==> src/rtl/disp_share_arbiter.sv <==
// Time-sliced round-robin owner of the 3-digit seven-segment display mux.
// Optional blank gap between owners when DISP_ARB_GAP_EN is defined.
module disp_share_arbiter #(
  parameter int TICK_DIV   = 50000,
  parameter int HOLD_TICKS = 1000,
  parameter int GAP_TICKS  = 50
) (
  input  logic        clk,
  input  logic        reset,
  input  logic        req0,
  input  logic        req1,
  input  logic [20:0] data0,
  input  logic [20:0] data1,
  output logic [1:0]  grant,
  output logic [4:0]  hex2,
  output logic [4:0]  hex1,
  output logic [4:0]  hex0,
  output logic [2:0]  dp_out,
  output logic [2:0]  en_out,
  output logic        switch_p
);

  localparam int PW = $clog2(TICK_DIV);
  localparam int MX = (HOLD_TICKS > GAP_TICKS) ? HOLD_TICKS : GAP_TICKS;
  localparam int CW = $clog2(MX + 1);

  localparam logic [4:0]  BLANK_HEX = 5'b10010;
  localparam logic [20:0] BLANK = {3'b000, 3'b000, BLANK_HEX, BLANK_HEX, BLANK_HEX};

`ifdef DISP_ARB_GAP_EN
  typedef enum logic [1:0] {S_IDLE, S_OWN0, S_OWN1, S_GAP} state_t;
`else
  typedef enum logic [1:0] {S_IDLE, S_OWN0, S_OWN1} state_t;
`endif

  state_t          r_state;
  logic [1:0]      r_grant;
  logic            r_sw;
  logic [CW-1:0]   r_cnt;
  logic [PW-1:0]   r_pre;
  logic [20:0]     r_out;
  logic            w_tick;

`ifdef DISP_ARB_GAP_EN
  logic            r_tgt;
  logic            w_req_t;
  logic            w_req_o;
  assign w_req_t = r_tgt ? req1 : req0;
  assign w_req_o = r_tgt ? req0 : req1;
`endif

  assign w_tick = (r_pre == PW'(TICK_DIV - 1));

  // Free-running prescaler producing the hold tick
  always_ff @(posedge clk or negedge reset) begin
    if (!reset) begin
      r_pre <= '0;
    end else begin
      r_pre <= w_tick ? '0 : r_pre + PW'(1);
    end
  end

  // Ownership FSM; the down-counter is the hold timer in OWNx
  // and the gap timer in GAP (the states are exclusive)
  always_ff @(posedge clk or negedge reset) begin
    if (!reset) begin
      r_state <= S_IDLE;
      r_grant <= 2'b00;
      r_sw    <= 1'b0;
      r_cnt   <= '0;
`ifdef DISP_ARB_GAP_EN
      r_tgt   <= 1'b0;
`endif
    end else begin
      r_sw <= 1'b0;
      case (r_state)
        S_IDLE: begin
          if (req0) begin
            r_state <= S_OWN0;
            r_grant <= 2'b01;
            r_sw    <= 1'b1;
            r_cnt   <= CW'(HOLD_TICKS);
          end else if (req1) begin
            r_state <= S_OWN1;
            r_grant <= 2'b10;
            r_sw    <= 1'b1;
            r_cnt   <= CW'(HOLD_TICKS);
          end
        end
        S_OWN0: begin
          if (!req0 && !req1) begin
            r_state <= S_IDLE;
            r_grant <= 2'b00;
            r_sw    <= 1'b1;
          end else if (!req0 || (req1 && r_cnt == '0)) begin
`ifdef DISP_ARB_GAP_EN
            r_state <= S_GAP;
            r_grant <= 2'b00;
            r_tgt   <= 1'b1;
            r_cnt   <= CW'(GAP_TICKS);
`else
            r_state <= S_OWN1;
            r_grant <= 2'b10;
            r_cnt   <= CW'(HOLD_TICKS);
`endif
            r_sw    <= 1'b1;
          end else if (w_tick && r_cnt != '0) begin
            r_cnt <= r_cnt - CW'(1);
          end
        end
        S_OWN1: begin
          if (!req1 && !req0) begin
            r_state <= S_IDLE;
            r_grant <= 2'b00;
            r_sw    <= 1'b1;
          end else if (!req1 || (req0 && r_cnt == '0)) begin
`ifdef DISP_ARB_GAP_EN
            r_state <= S_GAP;
            r_grant <= 2'b00;
            r_tgt   <= 1'b0;
            r_cnt   <= CW'(GAP_TICKS);
`else
            r_state <= S_OWN0;
            r_grant <= 2'b01;
            r_cnt   <= CW'(HOLD_TICKS);
`endif
            r_sw    <= 1'b1;
          end else if (w_tick && r_cnt != '0) begin
            r_cnt <= r_cnt - CW'(1);
          end
        end
`ifdef DISP_ARB_GAP_EN
        S_GAP: begin
          if (r_cnt == '0) begin
            if (w_req_t) begin
              r_state <= r_tgt ? S_OWN1 : S_OWN0;
              r_grant <= r_tgt ? 2'b10 : 2'b01;
              r_sw    <= 1'b1;
              r_cnt   <= CW'(HOLD_TICKS);
            end else if (w_req_o) begin
              r_state <= r_tgt ? S_OWN0 : S_OWN1;
              r_grant <= r_tgt ? 2'b01 : 2'b10;
              r_sw    <= 1'b1;
              r_cnt   <= CW'(HOLD_TICKS);
            end else begin
              r_state <= S_IDLE;
            end
          end else if (w_tick) begin
            r_cnt <= r_cnt - CW'(1);
          end
        end
`endif
        default: begin
          r_state <= S_IDLE;
          r_grant <= 2'b00;
        end
      endcase
    end
  end

  // Display registers follow the owner held before the edge
  always_ff @(posedge clk or negedge reset) begin
    if (!reset) begin
      r_out <= BLANK;
    end else begin
      case (r_state)
        S_OWN0:  r_out <= data0;
        S_OWN1:  r_out <= data1;
        default: r_out <= BLANK;
      endcase
    end
  end

  assign grant    = r_grant;
  assign switch_p = r_sw;
  assign en_out   = r_out[20:18];
  assign dp_out   = r_out[17:15];
  assign hex2     = r_out[14:10];
  assign hex1     = r_out[9:5];
  assign hex0     = r_out[4:0];

endmodule

==> config.mk <==
export PLATFORM = sky130hd
export DESIGN_NAME = disp_share_arbiter
export DESIGN_NICKNAME = d
export VERILOG_FILES = /design/src/rtl/disp_share_arbiter.sv
export SDC_FILE = /design/constraint.sdc
export NUM_CORES = 1
export LEC_CHECK = 0
export CORE_UTILIZATION = 50
export CTS_BUF_LIST = sky130_fd_sc_hd__clkbuf_4 sky130_fd_sc_hd__clkbuf_8
export DETAILED_ROUTE_END_ITERATION = 7
export HOLD_SLACK_MARGIN = 0.02
export PLACE_DENSITY_LB_ADDON = 0.05
export RECOVER_POWER = 100
export SETUP_SLACK_MARGIN = 0.1
export SLEW_MARGIN = 0
export SYNTH_ARGS = -nofsm -noshare
export SYNTH_HDL_FRONTEND = slang
export SYNTH_SLANG_ARGS = --single-unit
==> constraint.sdc <==
create_clock -name clk -period 5 [get_ports clk]
set_clock_uncertainty 0.05 [all_clocks]
set_input_delay 1.25 -clock clk [delete_from_list [all_inputs] [get_ports clk]]
set_output_delay 1.25 -clock clk [all_outputs]
set_load 0.005 [all_outputs]
Word level (Yosys, flattened, before mapping)
Cells that the tools add are included.
- input bits: 46
- register bits: 50
- output and inout port bits: 24
- reduce and logical (&&, ||, !) cells: 14
- add/sub/neg operators: 2
- multiplexer cells: 24
- equal/unequal tests: 8
- operators by type and width (operator ; count):
    2-to-1 mux 10 bit ; 7
    one-hot mux 21 bit (2 select lines) ; 1
    one-hot mux 10 bit (3 select lines) ; 1
    adder 16 x 1 -> 16 bit, second input constant ; 1
    == test 16 bit, second input constant ; 1
    2-to-1 mux 16 bit ; 1
    2-to-1 mux 2 bit ; 6
    zero test 10 bit ; 1
    nonzero test 10 bit ; 1
    subtractor 10 x 1 -> 10 bit, second input constant ; 1
    != test 3 bit, second input constant ; 3
    2-to-1 mux 1 bit ; 6
    one-hot mux 2 bit (3 select lines) ; 1
    logical AND 1 bit ; 4
    != test 2 bit, second input constant ; 2
    AND reduction 4 bit ; 1
    one-hot mux 1 bit (3 select lines) ; 1
    AND reduction 3 bit ; 1
    nonzero test 3 bit ; 1
    == test 2 x 1 -> 1 bit, second input constant ; 1
    == test 2 bit, second input constant ; 1
    zero test 1 bit ; 2
    zero test 2 bit ; 1
    logical OR 1 bit ; 2

Depth between registers and ports, before layout
Gate-level depths: netlist (run 1).
- word-level depth: 6
- mapped depth: 9

Worst setup path after synthesis (run 1)
No wires, ideal clock.
- kind: input to register
- start: in req1
- end: reg r_cnt[2]
- buffers on the path: 1
- stages: 6
- setup slack: 2621 ps
- arrival time: 2247 ps
- library setup time: 82 ps
- cell sequence: clkbuf_1 > a22o_1 > nand2_1 > a31oi_1 > o21ai_0 > a31oi_1
- cells in the longest elaborated chain, start to end: 5
- elaborated cells on any way between the ends: 14
- classes of those cells: eq/ne: 3; mux: 5; reduce/logical: 6
- ends and longest elaborated chain (element ; RTL line ; RTL):
    from (decl) ; 11 ; input logic req1,
    zero test 1 bit / logical AND 1 bit (equally long branches) ; - ;
    logical OR 1 bit, on equally long branches ; 116, 95 ;
    2-to-1 mux 10 bit, on equally long branches ; 116, 95 ;
    2-to-1 mux 10 bit, on equally long branches ; 112, 91 ;
    one-hot mux 10 bit (3 select lines) ; 76 ; case (r_state)
    to (signal assigned) ; 82 ; r_cnt <= CW'(HOLD_TICKS);
    to (signal assigned) ; 87 ; r_cnt <= CW'(HOLD_TICKS);
    to (signal assigned) ; 125 ; r_cnt <= CW'(HOLD_TICKS);
    to (decl) ; 39 ; logic [CW-1:0] r_cnt;
Parallel ways exist; a longest one is shown, timed or not. The select of a mux whose other input is x is not followed.
A chain may end at the register's enable or synchronous reset.

==> impl_metrics.csv, run 1 <==
group,metric,value,unit
setup_path,arrival,3.19,ns
clock_network,clkTransAtPathRegs,0.08,ns
setup_path,path_cells,"buf_2 -> clkbuf_1",
grt,antenna_found_initial,0,
grt,overflow,0,
placement,hpwl,4.06,mm
clock_network,cts_tree,"done",
placement,portBuffers,69,
grt,grt_max_degree,51,
drt,dr_total_vias,2199,
logic_synthesis,syn_area,2600,µm²
logic_synthesis,yosys_warnings,0,
final_layout,area_growth,30.8,%
timing,whs,0.453,ns
final_layout,drive_gt1_frac,0.0685,
final_layout,fill_cells,400,
floorplanning,core,4880,µm²
timing,hold_violations,0,
clock_network,clock_path_buffers,2,
floorplanning,num_io_pins,70,
clock_network,clk_latency,0.29,ns
logic_synthesis,synth_top_area_cell,"dfrtp_1",
logic_synthesis,syn_nets,310,
setup_path,cp_slowest_cell,"clkbuf_1",
power,p_per_area,435,nW/µm²
logic_synthesis,synth_area_per_cell,10.1,µm²
setup_path,r2r.worst_path.cells,7,
hold_path,hold_start,"r_pre[5]",
drt,wl_per_cell,14.7,µm
status,failed_checks,"capacitance limit, slew limit",
clock_network,cts_num_sinks,50,
setup_path,cp_num_buf_inv,2,
timing,rsz0062_at_grt,"false",
logic_synthesis,synth.most_common_cell,"dfrtp_1",
logic_synthesis,synth_common_cells,"dfrtp_1, a22oi_1, nor2b_1, nand2_1, a21oi_1",
power,p_leak,1.44,nW
floorplanning,rows,25,
timing,tightest_slew,2.61,ns
drt,drt_first_pass_iters,5,
placement,gp_congestion,0.823,
hold_path,min_path_type,"flip-flop to flip-flop",
logic_synthesis,synth_edf_count,0,
clock_network,hold_buffers,0,
hold_path,holdPathEnd,"r_pre[5]",
timing,max_slew_margin,-0.740,
floorplanning,die_y,74.2,µm
final_layout,regArea,1260,µm²
logic_synthesis,ys_ff_latch,50,
grt,grt_pass1_wl,9.12,mm
timing,finalSetupTns,0,ns
setup_path,worstPathMaxFanout,50,
logic_synthesis,synthCells,257,
drt,vias_per_cell,5.67,
setup_path,criticalPathCategory,"input port to async pin",
timing,setup_violations,0,
setup_path,cp_top_family,"buffers and inverters",
setup_path,critPathRequiredTime,4.80,ns
clock_network,cts_root_buf,"clkbuf_8",
grt,gr-usage-all-layers,0.219,
final_layout,antenna_cells,0,
timing,period_needed,3.39,ns
clock_network,cts_setup_buffers,0,
hold_path,hold_depth,1,
setup_path,startpoint_type,"input port",
clock_network,numCtsBuffers,5,
logic_synthesis,synth_top_area_share,0.423,
placement,pre_cts_ws,1.69,ns
clock_network,cts_resized,0,
drt,postRouteAntennaNets,0,
timing,postLayoutSetupSlackWorst,1.61,ns
setup_path,cp-end-kind,"async pin",
drt,totalWireLength,5.71,mm
timing,fin_crit_sh,0.679,
logic_synthesis,yosys_most_used_dff,"dfrtp_1",
setup_path,r2r_start,"grant[0]",
setup_path,reg2reg_to,"r_cnt[7]",
power,peakVddDrop,0.000466,V
floorplanning,start_util,0.534,
final_layout,nNetsFinal,373,
logic_synthesis,ys_seq_area_frac,0.483,
timing,clock.fmax,295,MHz
drt,drtIter0Drc,84,
timing,finalMaxSlewViolations,51,
job,drv_cap,1,
floorplanning,die_area,5500,µm²
setup_path,rrSetupSlack,2.16,ns
status,status,"complete, but fails checks",
clock_network,cts-htree-levels,2,
logic_synthesis,synthArstFlopShare,1.00,
drt,route.detailed.drc,0,
setup_path,cp_slowest_stage_delay,1.84,ns
logic_synthesis,ys_types,49,
grt,first_global_vias,2000,
power,power,1.48,mW
logic_synthesis,synthTopCellsByArea,"dfrtp_1, a22oi_1, dfstp_2, nor2b_1, xor2_1",
final_layout,multi_input_area,1250,µm²
floorplanning,die_width,74.2,µm
metrics by stage:
stage	utilization	cell area, µm²	instances
after floorplan	-	2600	257
after global placement	0.680	3320	380
after detailed placement	0.680	3320	380
after CTS	0.700	3420	388
after global routing	0.698	3410	388
final	0.698	3410	388
worst max path at each step:
stage	startpoint	endpoint	slack [ns]	depth (start not counted)
after floorplan	req1	r_cnt[2]	2.62	6
after global placement	req0	r_cnt[7]	1.76	6
after detailed placement	req0	r_cnt[7]	1.69	6
after CTS	req0	r_cnt[7]	2.01	6
after global routing	reset	r_out[10]	1.01	2
final	reset	r_out[17]	1.61	2
per-layer routing:
layer  share of wire  global-route usage  vias up  wire length [µm]
met5               0                   0        -                 0
met2            0.52               0.367       73              2970
met1            0.43               0.281     1055              2430
li1                -                   -     1067                 -
met4          0.0070              0.0513        0                40
met3           0.047              0.0650        4               268
flip-flops by register name, summed over array words and instances, names as in the netlist:
signal / flops
r_cnt: 10
r_pre: 16
r_out: 21
grant: 2
switch_p: 1
power by group:
part | internal (mW) | leakage (nW) | switching [mW]
combinational | 0.332 | 0.758 | 0.338
clock | 0.124 | 0.0523 | 0.124
sequential | 0.519 | 0.630 | 0.0456
total | 0.975 | 1.44 | 0.507
placed cells by master, fill, tap and decap left out, types with 7 or more instances in the layout:
cell / n
dfrtp_1: 44
a22oi_1: 22
clkdlybuf4s50_1: 42
a21oi_1: 13
dlygate4sd3_1: 26
nand2_1: 16
nand3_1: 9
nor2b_1: 17
nor2_1: 11
ha_1: 7
xor2_1: 11
inv_1: 8
o21ai_0: 12
final cells by class:
class / count / share of cell area
clock buffers: 8 / 0.0287
inverters: 8 / 0.00882
multi-input cells: 185 / 0.366
flip-flops and latches: 50 / 0.370
well taps: 67 / 0.0246
repair buffers: 70 / 0.202
cell families (layout without fill, tap and decap cells):
group           Yosys count  in the layout  synth area share
flops                    50             50             0.483
simple gates             94             94             0.218
xor+xnor                 14             14            0.0471
mux                       3              3            0.0125
compound gates           67             67             0.171
buf+inv                  22             86            0.0351
fa+ha+maj                 7              7            0.0336
Power figures use the tool's default switching activity.
==> inputs of run 2 (changes only) <==
==> constraint.sdc (replaced) <==
create_clock -name clk -period 3.2 [get_ports clk]
set_clock_uncertainty 0.05 [all_clocks]
set_input_delay 0.8 -clock clk [delete_from_list [all_inputs] [get_ports clk]]
set_output_delay 0.8 -clock clk [all_outputs]
set_load 0.005 [all_outputs]
==> impl_metrics.csv, run 2 (synthesis gave the netlist of run 1 again) <==
group,metric,value,unit
placement,placed_cell_area,3360,µm²
power,peakVddDrop,0.000561,V
setup_path,cp-end-kind,"flip-flop",
floorplanning,core,4880,µm²
clock_network,cts_resized,0,
setup_path,critPathRequiredTime,3.34,ns
setup_path,criticalPathCategory,"flip-flop to flip-flop",
final_layout,biggestRegsByFlops,"r_out x21, r_pre x16, r_cnt x10",
grt,gr-usage-all-layers,0.220,
timing,setup_violations,0,
drt,wl_per_cell,14.2,µm
drt,drt_first_pass_iters,5,
timing,finalMaxSlewViolations,0,
timing,finalSetupTns,0,ns
drt,vias_per_cell,5.53,
timing,max_slew_margin,0.199,
power,p_per_area,680,nW/µm²
clock_network,numCtsBuffers,5,
drt,dr_total_vias,2174,
grt,grt_pass1_wl,9.27,mm
floorplanning,num_io_pins,70,
floorplanning,die_area,5500,µm²
job,drv_cap,0,
final_layout,final_cell_mix,"dfrtp_1, clkdlybuf4s50_1, dlygate4sd3_1",
final_layout,largest_reg_flops,21,
clock_network,clock_path_buffers,2,
setup_path,arrival,2.76,ns
final_layout,nNetsFinal,378,
timing,fin_crit_sh,0.819,
timing,rsz0062_at_grt,"false",
hold_path,min_path_type,"flip-flop to flip-flop",
drt,totalWireLength,5.58,mm
timing,tightest_slew,1.20,ns
clock_network,clk_latency,0.30,ns
placement,gp_congestion,0.842,
timing,clock.fmax,382,MHz
power,p_leak,1.44,nW
timing,whs,0.471,ns
final_layout,area_growth,31.4,%
clock_network,cts_num_sinks,50,
grt,first_global_vias,2056,
clock_network,cts-htree-levels,2,
final_layout,drive_gt1_frac,0.0798,
floorplanning,start_util,0.534,
drt,postRouteAntennaNets,0,
grt,grt_max_degree,51,
floorplanning,rows,25,
setup_path,startpoint_type,"flip-flop",
grt,antenna_found_initial,0,
status,status,"completed",
clock_network,cts_root_buf,"clkbuf_8",
placement,portBuffers,69,
floorplanning,die_y,74.2,µm
power,power,2.33,mW
setup_path,worstPathMaxFanout,6,
timing,period_needed,2.62,ns
clock_network,cts_setup_buffers,0,
clock_network,hold_buffers,0,
floorplanning,die_width,74.2,µm
clock_network,cts_tree,"done",
final_layout,largest-register,"r_out",
final_layout,antenna_cells,0,
timing,hold_violations,0,
clock_network,clkTransAtPathRegs,0.09,ns
drt,drtIter0Drc,63,
placement,hpwl,4.09,mm
drt,route.detailed.drc,0,
grt,overflow,0,
final_layout,finalInstanceArea,3420,µm²
-- run 2: path summary, 6_finish.rpt --
kind	from	to	slack, ns	cells after the start
max	r_cnt[0]	grant[1]	0.58	7
min in group asynchronous	reset	r_pre[5]	0.77	2
min	r_pre[7]	r_pre[7]	0.47	1
max in group asynchronous	reset	r_out[8]	1.60	2
max reg2reg	r_cnt[0]	grant[1]	0.58	7
min reg2reg	r_pre[7]	r_pre[7]	0.47	1
-- run 2: cell type report --
class	count	area, µm²
sequential	50	1260
timing repair buffer	75	724
clock inverter	2	12.5
clock buffer	6	82.6
multi-input combinational	185	1230
inverter	8	30.0
fill	409	1460
tap	67	83.8
-- run 2: metal layers --
metal / routed length [µm] / track usage / up-vias
met3: 203 / 0.0420 / 10
met1: 2450 / 0.280 / 1046
li1: - / - / 1072
met2: 2830 / 0.373 / 46
met4: 93 / 0.0791 / 0
met5: 0 / 0 / -
-- run 2: critical path, stage by stage, from the launching register on --
cell and delay, ns:
dfrtp_1 0.46, inv_1 0.11, ha_1 0.14, or3b_1 0.44, nor4_1 0.56, nand2_1 0.16
a21oi_1 0.23, mux2_2 0.36
-- run 2: power by group --
group	leakage [nW]	internal (mW)	switching (mW)	total [mW]
logic	0.767	0.546	0.526	1.07
clock network	0.0472	0.174	0.204	0.378
registers	0.630	0.810	0.0665	0.877
-- run 2: per-stage QoR --
step	util	std cells	worst slack, ns
2_1_floorplan	-	257	0.997
3_3_place_gp	0.688	385	0.654
3_5_place_dp	0.688	385	0.617
4_1_cts	0.707	393	0.761
5_1_grt	0.701	393	0.429
6_report	0.701	393	0.580
==> inputs of run 3 (changes only) <==
==> constraint.sdc (replaced) <==
create_clock -name clk -period 2.5 [get_ports clk]
set_clock_uncertainty 0.05 [all_clocks]
set_input_delay 0.625 -clock clk [delete_from_list [all_inputs] [get_ports clk]]
set_output_delay 0.625 -clock clk [all_outputs]
set_load 0.005 [all_outputs]
==> impl_metrics.csv, run 3 (synthesis gave the netlist of run 1 again) <==
group,metric,value,unit
clock_network,numCtsBuffers,5,
placement,hpwl,4.19,mm
placement,gp_congestion,0.913,
final_layout,nNetsFinal,382,
grt,antenna_found_initial,0,
drt,route.detailed.drc,0,
floorplanning,die_width,74.2,µm
clock_network,clkTransAtPathRegs,0.09,ns
clock_network,cts_num_sinks,50,
placement,pre_cts_ws,0.154,ns
drt,wl_per_cell,14.4,µm
timing,finalSetupTns,0,ns
timing,setup_violations,0,
clock_network,clock_path_buffers,2,
setup_path,cp_num_buf_inv,1,
drt,drt_first_pass_iters,4,
final_layout,regArea,1260,µm²
clock_network,cts_tree,"done",
floorplanning,die_area,5500,µm²
clock_network,cts_setup_buffers,0,
drt,drtIter0Drc,102,
power,peakVddDrop,0.000738,V
grt,first_global_vias,1970,
final_layout,drive_gt1_frac,0.0879,
power,p_per_area,875,nW/µm²
drt,dr_total_vias,2173,
placement,portBuffers,69,
clock_network,cts-htree-levels,2,
final_layout,stdcell_count,397,
grt,gr-usage-all-layers,0.220,
floorplanning,start_util,0.534,
timing,period_needed,2.28,ns
final_layout,largest-register,"r_out",
grt,grt_pass1_wl,9.21,mm
timing,fin_crit_sh,0.911,
setup_path,startpoint_type,"flip-flop",
timing,rsz0062_at_grt,"false",
drt,vias_per_cell,5.47,
job,drv_cap,0,
grt,grt_max_degree,23,
power,p_leak,1.47,nW
status,status,"completed",
setup_path,arrival,2.42,ns
clock_network,cts_root_buf,"clkbuf_8",
timing,tightest_slew,1.02,ns
setup_path,criticalPathCategory,"flip-flop to flip-flop",
setup_path,path_cells,"inv_1 -> ha_1 -> or3b_1 -> nor4_4 -> nand2_1 -> a21oi_1 -> mux2_2",
placement,numPlacedInstances,389,
timing,whs,0.385,ns
setup_path,critPathRequiredTime,2.64,ns
drt,postRouteAntennaNets,0,
floorplanning,core,4880,µm²
timing,finalMaxSlewViolations,0,
final_layout,finalInstanceArea,3460,µm²
setup_path,cp-end-kind,"flip-flop",
drt,totalWireLength,5.73,mm
final_layout,largest_reg_flops,21,
hold_path,min_path_type,"input port to async pin",
setup_path,cp_slowest_cell,"or3b_1",
setup_path,cp_slowest_stage_delay,0.46,ns
setup_path,worstPathMaxFanout,6,
clock_network,clk_latency,0.30,ns
final_layout,antenna_cells,0,
placement,placed_cell_area,3390,µm²
setup_path,r2r_start,"r_cnt[0]",
setup_path,r2r.worst_path.cells,7,
timing,postLayoutSetupSlackWorst,0.224,ns
setup_path,reg2reg_to,"grant[1]",
setup_path,rrSetupSlack,0.22,ns
floorplanning,rows,25,
final_layout,final_cell_mix,"dfrtp_1, clkdlybuf4s50_1, dlygate4sd3_1",
timing,clock.fmax,439,MHz
final_layout,fill_cells,383,
final_layout,biggestRegsByFlops,"r_out x21, r_pre x16, r_cnt x10",
setup_path,cp_top_family,"simple AND/OR/NAND/NOR gates",
floorplanning,die_y,74.2,µm
timing,hold_violations,0,
grt,overflow,0,
final_layout,final_core_util,0.710,
final_layout,area_growth,33.0,%
timing,max_slew_margin,0.323,
final_layout,multi_input_area,1250,µm²
power,power,3.03,mW
floorplanning,num_io_pins,70,
run 3: worst max path at each step:
stage / startpoint / endpoint / slack, ns / cells past startpoint
floorplan: r_cnt[0] / r_cnt[5] / 0.30 / 9
global placement: req0 / r_cnt[7] / 0.24 / 6
detailed placement: req1 / r_cnt[7] / 0.15 / 6
CTS: r_cnt[0] / grant[1] / 0.19 / 7
global route: r_cnt[0] / grant[1] / 0.10 / 7
finish: r_cnt[0] / grant[1] / 0.22 / 7
run 3: what timing repair did:
item | CTS | global route
resized for setup | 0 | 2
endpoints found under the setup margin | 0 | 5
hold buffers | 0 | 0
run 3: per-layer routing:
metal  track usage  part of all wire
met2         0.354              0.50
met1         0.308              0.45
met3        0.0339             0.038
met4        0.0662             0.014
met5             0                 0
run 3: report_power, final:
group	internal [mW]	switching, mW
combinational	0.714	0.697
sequential	1.04	0.0958
clock	0.223	0.264
total	1.97	1.06
run 3: cell type report:
type	count	share of cell area
inverters	8	0.00867
well taps	67	0.0242
clock inverters	2	0.00361
clock buffers	6	0.0238
repair buffers	79	0.216
flip-flops and latches	50	0.363
multi-input cells	185	0.360
